--- config.mk ---
export PLATFORM = sky130hd
export DESIGN_NAME = aes_key_expansion
export DESIGN_NICKNAME = d
export VERILOG_FILES = /design/src/rtl/aes_pkg.sv /design/src/rtl/aes_key_expansion_sub_word.sv /design/src/rtl/aes_key_expansion.sv
export SDC_FILE = /design/constraint.sdc
export NUM_CORES = 1
export LEC_CHECK = 0
export CAP_MARGIN = 30
export CORE_ASPECT_RATIO = 1.75
export CORE_UTILIZATION = 43
export DETAILED_ROUTE_END_ITERATION = 12
export GPL_TIMING_DRIVEN = 0
export PLACE_DENSITY = 0.73
export SLEW_MARGIN = 20
export SYNTH_ARGS = -nofsm -noshare
export SYNTH_HDL_FRONTEND = slang
export SYNTH_SLANG_ARGS = --single-unit
--- constraint.sdc ---
create_clock -name clk -period 14.89 [get_ports clk]
set_clock_uncertainty 0.05 [all_clocks]
set_input_delay 3.7225 -clock clk [delete_from_list [all_inputs] [get_ports clk]]
set_output_delay 3.7225 -clock clk [all_outputs]
set_load 0.02 [all_outputs]
--- src/rtl/aes_pkg.sv ---
// Shared AES types, constants and the forward S-box table.
// Used by aes_key_expansion and sub_word.
package aes_pkg;

  localparam int AES_NUM_ROUNDS = 10;
  localparam logic [7:0] AES_RCON_INIT = 8'h01;
  localparam logic [7:0] AES_XTIME_POLY = 8'h1b;

  typedef logic [31:0] word_t;
  typedef logic [127:0] state_t;

  typedef enum logic [1:0] {
    S_IDLE,
    S_EMIT,
    S_FIN
  } fsm_t;

  // Row-major FIPS-197 S-box, entry 0 first
  localparam logic [0:255][7:0] SBOX = {
    8'h63, 8'h7c, 8'h77, 8'h7b, 8'hf2, 8'h6b, 8'h6f, 8'hc5,
    8'h30, 8'h01, 8'h67, 8'h2b, 8'hfe, 8'hd7, 8'hab, 8'h76,
    8'hca, 8'h82, 8'hc9, 8'h7d, 8'hfa, 8'h59, 8'h47, 8'hf0,
    8'had, 8'hd4, 8'ha2, 8'haf, 8'h9c, 8'ha4, 8'h72, 8'hc0,
    8'hb7, 8'hfd, 8'h93, 8'h26, 8'h36, 8'h3f, 8'hf7, 8'hcc,
    8'h34, 8'ha5, 8'he5, 8'hf1, 8'h71, 8'hd8, 8'h31, 8'h15,
    8'h04, 8'hc7, 8'h23, 8'hc3, 8'h18, 8'h96, 8'h05, 8'h9a,
    8'h07, 8'h12, 8'h80, 8'he2, 8'heb, 8'h27, 8'hb2, 8'h75,
    8'h09, 8'h83, 8'h2c, 8'h1a, 8'h1b, 8'h6e, 8'h5a, 8'ha0,
    8'h52, 8'h3b, 8'hd6, 8'hb3, 8'h29, 8'he3, 8'h2f, 8'h84,
    8'h53, 8'hd1, 8'h00, 8'hed, 8'h20, 8'hfc, 8'hb1, 8'h5b,
    8'h6a, 8'hcb, 8'hbe, 8'h39, 8'h4a, 8'h4c, 8'h58, 8'hcf,
    8'hd0, 8'hef, 8'haa, 8'hfb, 8'h43, 8'h4d, 8'h33, 8'h85,
    8'h45, 8'hf9, 8'h02, 8'h7f, 8'h50, 8'h3c, 8'h9f, 8'ha8,
    8'h51, 8'ha3, 8'h40, 8'h8f, 8'h92, 8'h9d, 8'h38, 8'hf5,
    8'hbc, 8'hb6, 8'hda, 8'h21, 8'h10, 8'hff, 8'hf3, 8'hd2,
    8'hcd, 8'h0c, 8'h13, 8'hec, 8'h5f, 8'h97, 8'h44, 8'h17,
    8'hc4, 8'ha7, 8'h7e, 8'h3d, 8'h64, 8'h5d, 8'h19, 8'h73,
    8'h60, 8'h81, 8'h4f, 8'hdc, 8'h22, 8'h2a, 8'h90, 8'h88,
    8'h46, 8'hee, 8'hb8, 8'h14, 8'hde, 8'h5e, 8'h0b, 8'hdb,
    8'he0, 8'h32, 8'h3a, 8'h0a, 8'h49, 8'h06, 8'h24, 8'h5c,
    8'hc2, 8'hd3, 8'hac, 8'h62, 8'h91, 8'h95, 8'he4, 8'h79,
    8'he7, 8'hc8, 8'h37, 8'h6d, 8'h8d, 8'hd5, 8'h4e, 8'ha9,
    8'h6c, 8'h56, 8'hf4, 8'hea, 8'h65, 8'h7a, 8'hae, 8'h08,
    8'hba, 8'h78, 8'h25, 8'h2e, 8'h1c, 8'ha6, 8'hb4, 8'hc6,
    8'he8, 8'hdd, 8'h74, 8'h1f, 8'h4b, 8'hbd, 8'h8b, 8'h8a,
    8'h70, 8'h3e, 8'hb5, 8'h66, 8'h48, 8'h03, 8'hf6, 8'h0e,
    8'h61, 8'h35, 8'h57, 8'hb9, 8'h86, 8'hc1, 8'h1d, 8'h9e,
    8'he1, 8'hf8, 8'h98, 8'h11, 8'h69, 8'hd9, 8'h8e, 8'h94,
    8'h9b, 8'h1e, 8'h87, 8'he9, 8'hce, 8'h55, 8'h28, 8'hdf,
    8'h8c, 8'ha1, 8'h89, 8'h0d, 8'hbf, 8'he6, 8'h42, 8'h68,
    8'h41, 8'h99, 8'h2d, 8'h0f, 8'hb0, 8'h54, 8'hbb, 8'h16
  };

  function automatic logic [7:0] sbox(input logic [7:0] b);
    return SBOX[b];
  endfunction

endpackage

--- src/rtl/aes_key_expansion_sub_word.sv ---
// SubWord: four parallel byte S-box lookups on one 32-bit word.
module sub_word
  import aes_pkg::*;
(
  input  word_t w,
  output word_t s
);

  assign s = {sbox(w[31:24]), sbox(w[23:16]),
              sbox(w[15:8]),  sbox(w[7:0])};

endmodule

--- src/rtl/aes_key_expansion.sv ---
// Iterative AES-128 key schedule, one round key per handshake.
// Optional last_key output enabled by AES_KEYEXP_LAST_KEY_EN.
module aes_key_expansion
  import aes_pkg::*;
#(
  parameter int NUM_ROUNDS = AES_NUM_ROUNDS,
  parameter int KEY_W = 128
) (
  input  logic             clk,
  input  logic             rst,
  input  logic             start,
  input  logic [KEY_W-1:0] key_in,
  output logic             idle,
  output logic             rk_valid,
  input  logic             rk_ready,
  output logic [3:0]       rk_index,
  output logic [KEY_W-1:0] round_key,
`ifdef AES_KEYEXP_LAST_KEY_EN
  output logic [KEY_W-1:0] last_key,
`endif
  output logic             done
);

  localparam logic [3:0] LAST_IDX = 4'(NUM_ROUNDS);

  fsm_t state, state_nx;
  logic [7:0] rcon;
  logic xfer, last;

  word_t w0, w1, w2, w3;
  word_t rot, sw, t;
  word_t n0, n1, n2, n3;

  assign idle     = (state == S_IDLE);
  assign rk_valid = (state == S_EMIT);
  assign done     = (state == S_FIN);

  assign xfer = rk_valid & rk_ready;
  assign last = (rk_index == LAST_IDX);

  assign {w0, w1, w2, w3} = round_key;
  assign rot = {w3[23:0], w3[31:24]};

  sub_word u_sub (
    .w(rot),
    .s(sw)
  );

  assign t  = sw ^ {rcon, 24'h0};
  assign n0 = w0 ^ t;
  assign n1 = w1 ^ n0;
  assign n2 = w2 ^ n1;
  assign n3 = w3 ^ n2;

  always_ff @(posedge clk or posedge rst) begin
    if (rst) state <= S_IDLE;
    else     state <= state_nx;
  end

  always_comb begin
    state_nx = state;
    unique case (state)
      S_IDLE: if (start) state_nx = S_EMIT;
      S_EMIT: if (xfer && last) state_nx = S_FIN;
      S_FIN:  state_nx = S_IDLE;
      default: state_nx = S_IDLE;
    endcase
  end

  always_ff @(posedge clk or posedge rst) begin
    if (rst) begin
      round_key <= '0;
      rk_index  <= '0;
      rcon      <= '0;
    end else if (idle && start) begin
      round_key <= key_in;
      rk_index  <= '0;
      rcon      <= AES_RCON_INIT;
    end else if (xfer && !last) begin
      round_key <= {n0, n1, n2, n3};
      rk_index  <= rk_index + 4'd1;
      rcon      <= {rcon[6:0], 1'b0} ^ (rcon[7] ? AES_XTIME_POLY : 8'h00);
    end
  end

`ifdef AES_KEYEXP_LAST_KEY_EN
  // Kept for the decryption path's inverse schedule
  always_ff @(posedge clk or posedge rst) begin
    if (rst)               last_key <= '0;
    else if (xfer && last) last_key <= round_key;
  end
`endif

endmodule
==> results.ini, run 1 <==
[global_routing]
grt_usage_pct=64.9
grt_pass1_wl_um=261000
overflow=78
grt_pass1_vias=34650
grt_max_degree=93

[status]
status=did not finish
error=[ERROR GRT-0116] Global routing finished with congestion. Check the congestion regions in the DRC Viewer.
lastStage=5_1_grt

[synthesis]
synth-seq-cells=142
synth_cells=3160
synth.most_common_cell=o21ai_0
synth_nets=3354
synthTopCellsByArea=dfrtp_1, o21ai_0, mux4_2
yosysWarningCount=0
synth-async-reset-ratio_pct=100
yosysTopAreaCell=dfrtp_1
synth-edff-count=0
synth_cell_types=98
yosysTopAreaCellShare_pct=15.2
ys_top_cells_by_count=o21ai_0, nand2_1, clkbuf_1
synth_area_per_cell_um2=7.42
ys.flop_type=dfrtp_1
syn-cell-area_mm2=0.0234
yosysSeqAreaShare_pct=15.2

[cts]
cts_resized=0
ctsRootBufferMaster=clkbuf_16
cts.hold.buffers_added=0
cts_setup_buffers=0
cts_max_path_buffers=3
htree_num_levels=4
clock_sinks=142
cts_buffers=25

[placed_design]
place.gp.congestion=1.24
hpwlAfterDp_um=125000
place_ws_ns=7.68
portBuffers=266

[floorplan]
die_width_um=178
rows=112
io_pins=267
die_y_um=311
start_util_pct=43.8

[routing by layer]
layer	global-route usage [%]	overflow
met1	66.8	0
met2	84.7	42
met3	42.5	0
met4	64.9	36
met5	5.89	0
[cell families after synthesis]
| group | count (synthesis) | synth area share [%] |
|---|---|---|
| buffers and inverters | 439 | 7.89 |
| DFF | 142 | 15.2 |
| adders and majority gates | 62 | 3.31 |
| and+or+nand+nor | 1096 | 24.4 |
| muxes | 115 | 7.51 |
| xor gates and xnor gates | 138 | 6.41 |
| AOI/OAI and AO/OA | 1168 | 35.3 |
[through the flow]
stage | area, µm² | instances | util [%]
after global placement | 27000 | 4110 | 50.4
after CTS | 27700 | 4144 | 51.8
after floorplan | 23400 | 3160 | -
after detailed placement | 27000 | 4111 | 50.4
==> run 2: changes to the inputs <==
--- a/config.mk
+++ b/config.mk
@@ -6,11 +6,10 @@
 export NUM_CORES = 1
 export LEC_CHECK = 0
 export CAP_MARGIN = 30
-export CORE_ASPECT_RATIO = 1.75
-export CORE_UTILIZATION = 43
+export CORE_UTILIZATION = 28
 export DETAILED_ROUTE_END_ITERATION = 12
 export GPL_TIMING_DRIVEN = 0
-export PLACE_DENSITY = 0.73
+export PLACE_DENSITY_LB_ADDON = 0.15
 export SLEW_MARGIN = 20
 export SYNTH_ARGS = -nofsm -noshare
 export SYNTH_HDL_FRONTEND = slang
==> run 2 against run 1 <==
The flow now finishes without violations. Area after synthesis did not move. Synthesized cell count did not move.
==> results.ini, run 2 <==
[status]
status=completed

[synthesis]
ys_top_cells_by_count=o21ai_0, nand2_1, clkbuf_1
synth_cells=3160  ; unchanged
synth-simple-area-share_pct=24.4  ; unchanged
synth-async-reset-ratio_pct=100  ; unchanged
synth_nets=3354  ; unchanged
synth-edff-count=0  ; unchanged
synth_xor_area_share_pct=6.41  ; unchanged
yosysTopAreaCellShare_pct=15.2  ; unchanged
yosysTopAreaCell=dfrtp_1
synthTopCellsByArea=dfrtp_1, o21ai_0, mux4_2
synth.most_common_cell=o21ai_0
syn-cell-area_mm2=0.0234  ; unchanged
synth_compound_area_share_pct=35.3  ; unchanged
synth_mux_area_share_pct=7.51  ; unchanged
yosysWarningCount=0  ; unchanged
ys.flop_type=dfrtp_1
yosysSeqAreaShare_pct=15.2  ; unchanged
synth_top_family_by_area=compound AO/OA/AOI/OAI gates
synthAdderAreaFrac_pct=3.31  ; unchanged
synth_cell_types=98  ; unchanged
synth_area_per_cell_um2=7.42  ; unchanged
synth-seq-cells=142  ; unchanged

[drt]
route.detailed.drc=0
first_pass_iters=8
finalWirelength_um=179000
postRouteAntennaNets=0
vias=31638
wire_per_inst_um=39.4
drt_first_iter_violations=5392
routed_via_density=6.95

[worst_setup_path]
cp_top_family=buffers and inverters
worstPathArrival_ns=7.21
cpPeakStageDelay_ns=0.82
crit_fanout=10
critPathKind=primary input to flip-flop
cp-end-kind=flip-flop
cp_cell_sequence=clkdlybuf4s50_1, and3_1, buf_1, nor2_1, clkbuf_1, clkbuf_1, a22oi_1, o21ai_0
critical_path_buf_inv_count=4
cp.required_ns=15.23
crit_path_frequent_cell=clkbuf_1
critPathSlowestCell=clkbuf_1
worstSetupStartpointType=primary input

[timing]
finalSetupViolations=0
slew_headroom_pct=25.1
tightestPinTransition_ns=1.11
fmax_mhz=145
grt_setup_unrepaired=false
report.final.slew_viol_count=0
hold_viol_final=0
period_minus_slack_ns=6.87
fin_tns_setup_ns=0
finalCritPeriodShare_pct=46.2

[finish]
layout-drive-gt1-share_pct=9.11
syn2layout_area_growth_pct=20.8
final_common_cell=clkdlybuf4s50_1
nets=3660
final_cell_mix=clkdlybuf4s50_1, o21ai_0, nand2_1
reg_top3=round_key (128), rcon (8), rk_index (4)
top_register=round_key
fillCellCount=9017
largest_register_ffs=128

[global_routing]
grt_max_degree=74
overflow=0
grt_pass1_vias=29963
antenna_found_initial=8
grt_usage_pct=40.7
grt_pass1_wl_um=246000

[cts]
cts_buffers=17  ; -32%
cts_resized=0  ; unchanged
cts_max_path_buffers=2  ; -1
ctsRootBufferMaster=clkbuf_16
cts.reportedPaths.clkPinSlew_ns=0.07
clk_latency_ns=0.48
cts.hold.buffers_added=0  ; unchanged
cts_tree=done
clock_sinks=142  ; unchanged
htree_num_levels=4  ; unchanged
cts_setup_buffers=0  ; unchanged

[placed_design]
portBuffers=266  ; unchanged
hpwlAfterDp_um=136000  ; +8.6%
place.gp.congestion=1.06  ; -14%

[floorplan]
die_area_mm2=0.0849
start_util_pct=28.4  ; -15 points
io_pins=267  ; unchanged
core-area_mm2=0.0825
die_y_um=291  ; -6.3%
die_width_um=291  ; +63%
rows=105  ; -6.3%

[worst_hold_path]
hold_class=flip-flop to flip-flop

[job]
drv_cap=0

run 2: cell counts after synthesis:
No cell type changed its count.
run 2: final timing paths:
path / startpoint / to / slack, ns / depth (start not counted)
setup / recovery: rk_ready / round_key[44] / 8.02 / 8
hold / removal: rcon[5] / rcon[6] / 0.50 / 2
setup reg to reg: round_key[16] / round_key[58] / 8.29 / 14
hold reg to reg: rcon[5] / rcon[6] / 0.50 / 2
max in group asynchronous: rst / round_key[83] / 10.31 / 3
min in group asynchronous: rst / round_key[27] / 3.64 / 2
run 2: metal layers:
layer	global-route usage, %	vias up	wire, µm
li1	-	12684	-
met1	54.9	15598	72500
met2	59.8	2756	74100
met3	9.50	596	21000
met4	21.7	4	11600
met5	0	-	22
run 2: area by class of cell:
cell class,count,area (µm²),area share [%]
Antenna cell,4,10.0,0.0354
Buffer,363,1560,5.52
Clock buffer,17,425,1.50
Clock inverter,15,174,0.614
Inverter,76,293,1.03
Multi-Input combinational cell,2579,18000,63.7
Sequential cell,142,3550,12.6
Tap cell,1070,1340,4.73
Timing Repair Buffer,287,2910,10.3
run 2: cell families after synthesis:
group / Yosys count
AO/OA/AOI/OAI: 1168
buffers and inverters: 439
multiplexers: 115
XOR/XNOR: 138
adder cells (fa/ha/maj): 62
flip-flops: 142
AND/OR/NAND/NOR: 1096
run 2: per-stage QoR:
step                std cells  area [µm²]  setup WS, ns  hold WS (ns)  utilization (%)
CTS                      4545       28200          8.08         0.487             34.2
global placement         4496       27400          4.64         0.469             33.3
detailed placement       4513       27700          7.57         0.471             33.5
global route             4551       28300          8.00         0.535             34.3
finish                   4553       28300          8.02         0.497             34.3
floorplan                3160       23400          7.31         0.430                -
run 2: tightest hold or removal path: stages, from the launching register on:
cell and delay [ns]:
dfrtp_1 0.39, nand2_1 0.07, nand2_1 0.05
Power of run 2 is not shown: default switching activity piles up to over one toggle a cycle in this logic, so the estimate is an artifact.
==> run 3: changes to the inputs <==
==> constraint.sdc (replaced) <==
create_clock -name clk -period 6.03 [get_ports clk]
set_clock_uncertainty 0.05 [all_clocks]
set_input_delay 1.5075 -clock clk [delete_from_list [all_inputs] [get_ports clk]]
set_output_delay 1.5075 -clock clk [all_outputs]
set_load 0.02 [all_outputs]
==> run 3 against run 2 <==
Sequential share of layout area is essentially flat. First-iteration DRC count is 1.2% lower. Register-to-register slack got worse by 8.3 ns. Design area is essentially flat. Critical path depth increased by 5. Routed wire length about the same. Worst hold slack worse by 0.0043 ns. Largest cell class unchanged. Via count is essentially flat. Non-clock buffer count unchanged.
==> results.ini, run 3 (synthesis results as in run 2) <==
[cts]
cts_tree=done
htree_num_levels=4  ; unchanged
cts_buffers=17  ; unchanged
ctsRootBufferMaster=clkbuf_16
cts.reportedPaths.clkPinSlew_ns=0.07  ; about the same
cts_max_path_buffers=2  ; unchanged
cts.hold.buffers_added=0  ; unchanged
clk_latency_ns=0.49  ; about the same
cts_setup_buffers=0  ; unchanged
clock_sinks=142  ; unchanged
cts_resized=2  ; +2

[job]
drv_cap=0  ; unchanged

[floorplan]
die_width_um=291  ; unchanged
die_area_mm2=0.0849  ; unchanged
rows=105  ; unchanged
io_pins=267  ; unchanged
start_util_pct=28.4  ; unchanged
die_y_um=291  ; unchanged
core-area_mm2=0.0825  ; unchanged

[global_routing]
grt_pass1_vias=29926  ; -0.12%
overflow=0  ; unchanged
grt_pass1_wl_um=246000  ; about the same
antenna_found_initial=7  ; -1
grt_max_degree=74  ; unchanged
grt_usage_pct=40.7  ; about the same

[finish]
multiInputGateArea_mm2=0.0180  ; unchanged
final_common_cell=clkdlybuf4s50_1
largest_register_ffs=128  ; unchanged
syn2layout_area_growth_pct=20.8  ; about the same
seq_area_mm2=0.00355  ; unchanged
fin_util_pct=34.3  ; about the same
stdcell_count=4554  ; +0.022%
reg_top3=round_key (128), rcon (8), rk_index (4)
final_cell_mix=clkdlybuf4s50_1, o21ai_0, nand2_1
top_register=round_key
layout-drive-gt1-share_pct=9.20  ; +0.086 points
nets=3660  ; unchanged
finalInstanceArea_mm2=0.0283  ; about the same
fillCellCount=9017  ; unchanged

[worst_setup_path]
cp_cell_sequence=buf_2, clkinv_1, ha_1, clkbuf_1, clkbuf_1, or2_2, a311oi_1, o41ai_1, a311oi_1, a21oi_1, xnor2_1, a21o_1, a221o_1
critPathSlowestCell=clkbuf_1
cp-end-kind=flip-flop
cpPeakStageDelay_ns=0.78  ; -0.04 ns
cp_top_family=buffers and inverters
worstSetupStartpointType=flip-flop
critPathKind=flip-flop to flip-flop
worstPathArrival_ns=6.33  ; -0.88 ns
crit_fanout=11  ; +1
cp.required_ns=6.34  ; -8.89 ns
critical_path_buf_inv_count=4  ; unchanged

[drt]
postRouteAntennaNets=0  ; unchanged
drt_first_iter_violations=5328  ; -1.2%
finalWirelength_um=179000  ; about the same
route.detailed.drc=0  ; unchanged
vias=31642  ; +0.013%
first_pass_iters=9  ; +1
routed_via_density=6.95  ; about the same
wire_per_inst_um=39.4  ; about the same

[placed_design]
portBuffers=266  ; unchanged
dp.cells=4513  ; unchanged
hpwlAfterDp_um=136000  ; unchanged
place_area_mm2=0.0277  ; unchanged
place.gp.congestion=1.06  ; unchanged

[timing]
fmax_mhz=166
slew_headroom_pct=28.6  ; +3.5 points
grt_setup_unrepaired=false
period_minus_slack_ns=6.01
finalSetupViolations=0  ; unchanged
hold_ws_ns=0.493  ; -0.00429 ns
finalCritPeriodShare_pct=99.7
tightestPinTransition_ns=1.07  ; -0.0404 ns
report.final.slew_viol_count=0  ; unchanged
hold_viol_final=0  ; unchanged

[worst_hold_path]
hold_class=flip-flop to flip-flop

[status]
status=completed

run 3: per-layer routing:
metal	GRT usage, %	vias to the layer above	wire (µm)
met2	59.8	2720	74100
li1	-	12663	-
met3	9.57	595	20800
met1	54.8	15662	72800
met5	0	-	9
met4	21.7	2	11500
run 3: path summary, 6_finish.rpt:
path	end	cells after the start	slack [ns]	start
setup / recovery	round_key[71]	13	0.02	round_key[24]
hold / removal	rcon[6]	2	0.49	rcon[5]
min in group asynchronous	round_key[27]	2	1.42	rst
hold reg to reg	rcon[6]	2	0.49	rcon[5]
max in group asynchronous	round_key[46]	3	3.67	rst
setup reg to reg	round_key[71]	13	0.02	round_key[24]
run 3: layout make-up:
type	instances	share of cell area, %
plain buffers	363	5.53
flip-flops and latches	142	12.5
inverters	76	1.03
clock buffers	17	1.50
diodes	5	0.0442
multi-input cells	2579	63.7
well taps	1070	4.73
repair buffers	287	10.3
clock inverters	15	0.614
run 3: worst min-delay path, delay by kind of cell (launching register included):
family           cells  cell delay [ns]
flip-flops           1             0.39
AND/OR/NAND/NOR      2             0.12
run 3: metrics by stage:
step                      TNS [ns]  worst slack [ns]
after CTS                        0            0.0333
after detailed placement     -1.20            -0.304
after global placement     -293.63             -2.00
after floorplan                  0             0.663
after global routing             0           0.00825
final                            0            0.0154
Power of run 3 is left out for the same reason.
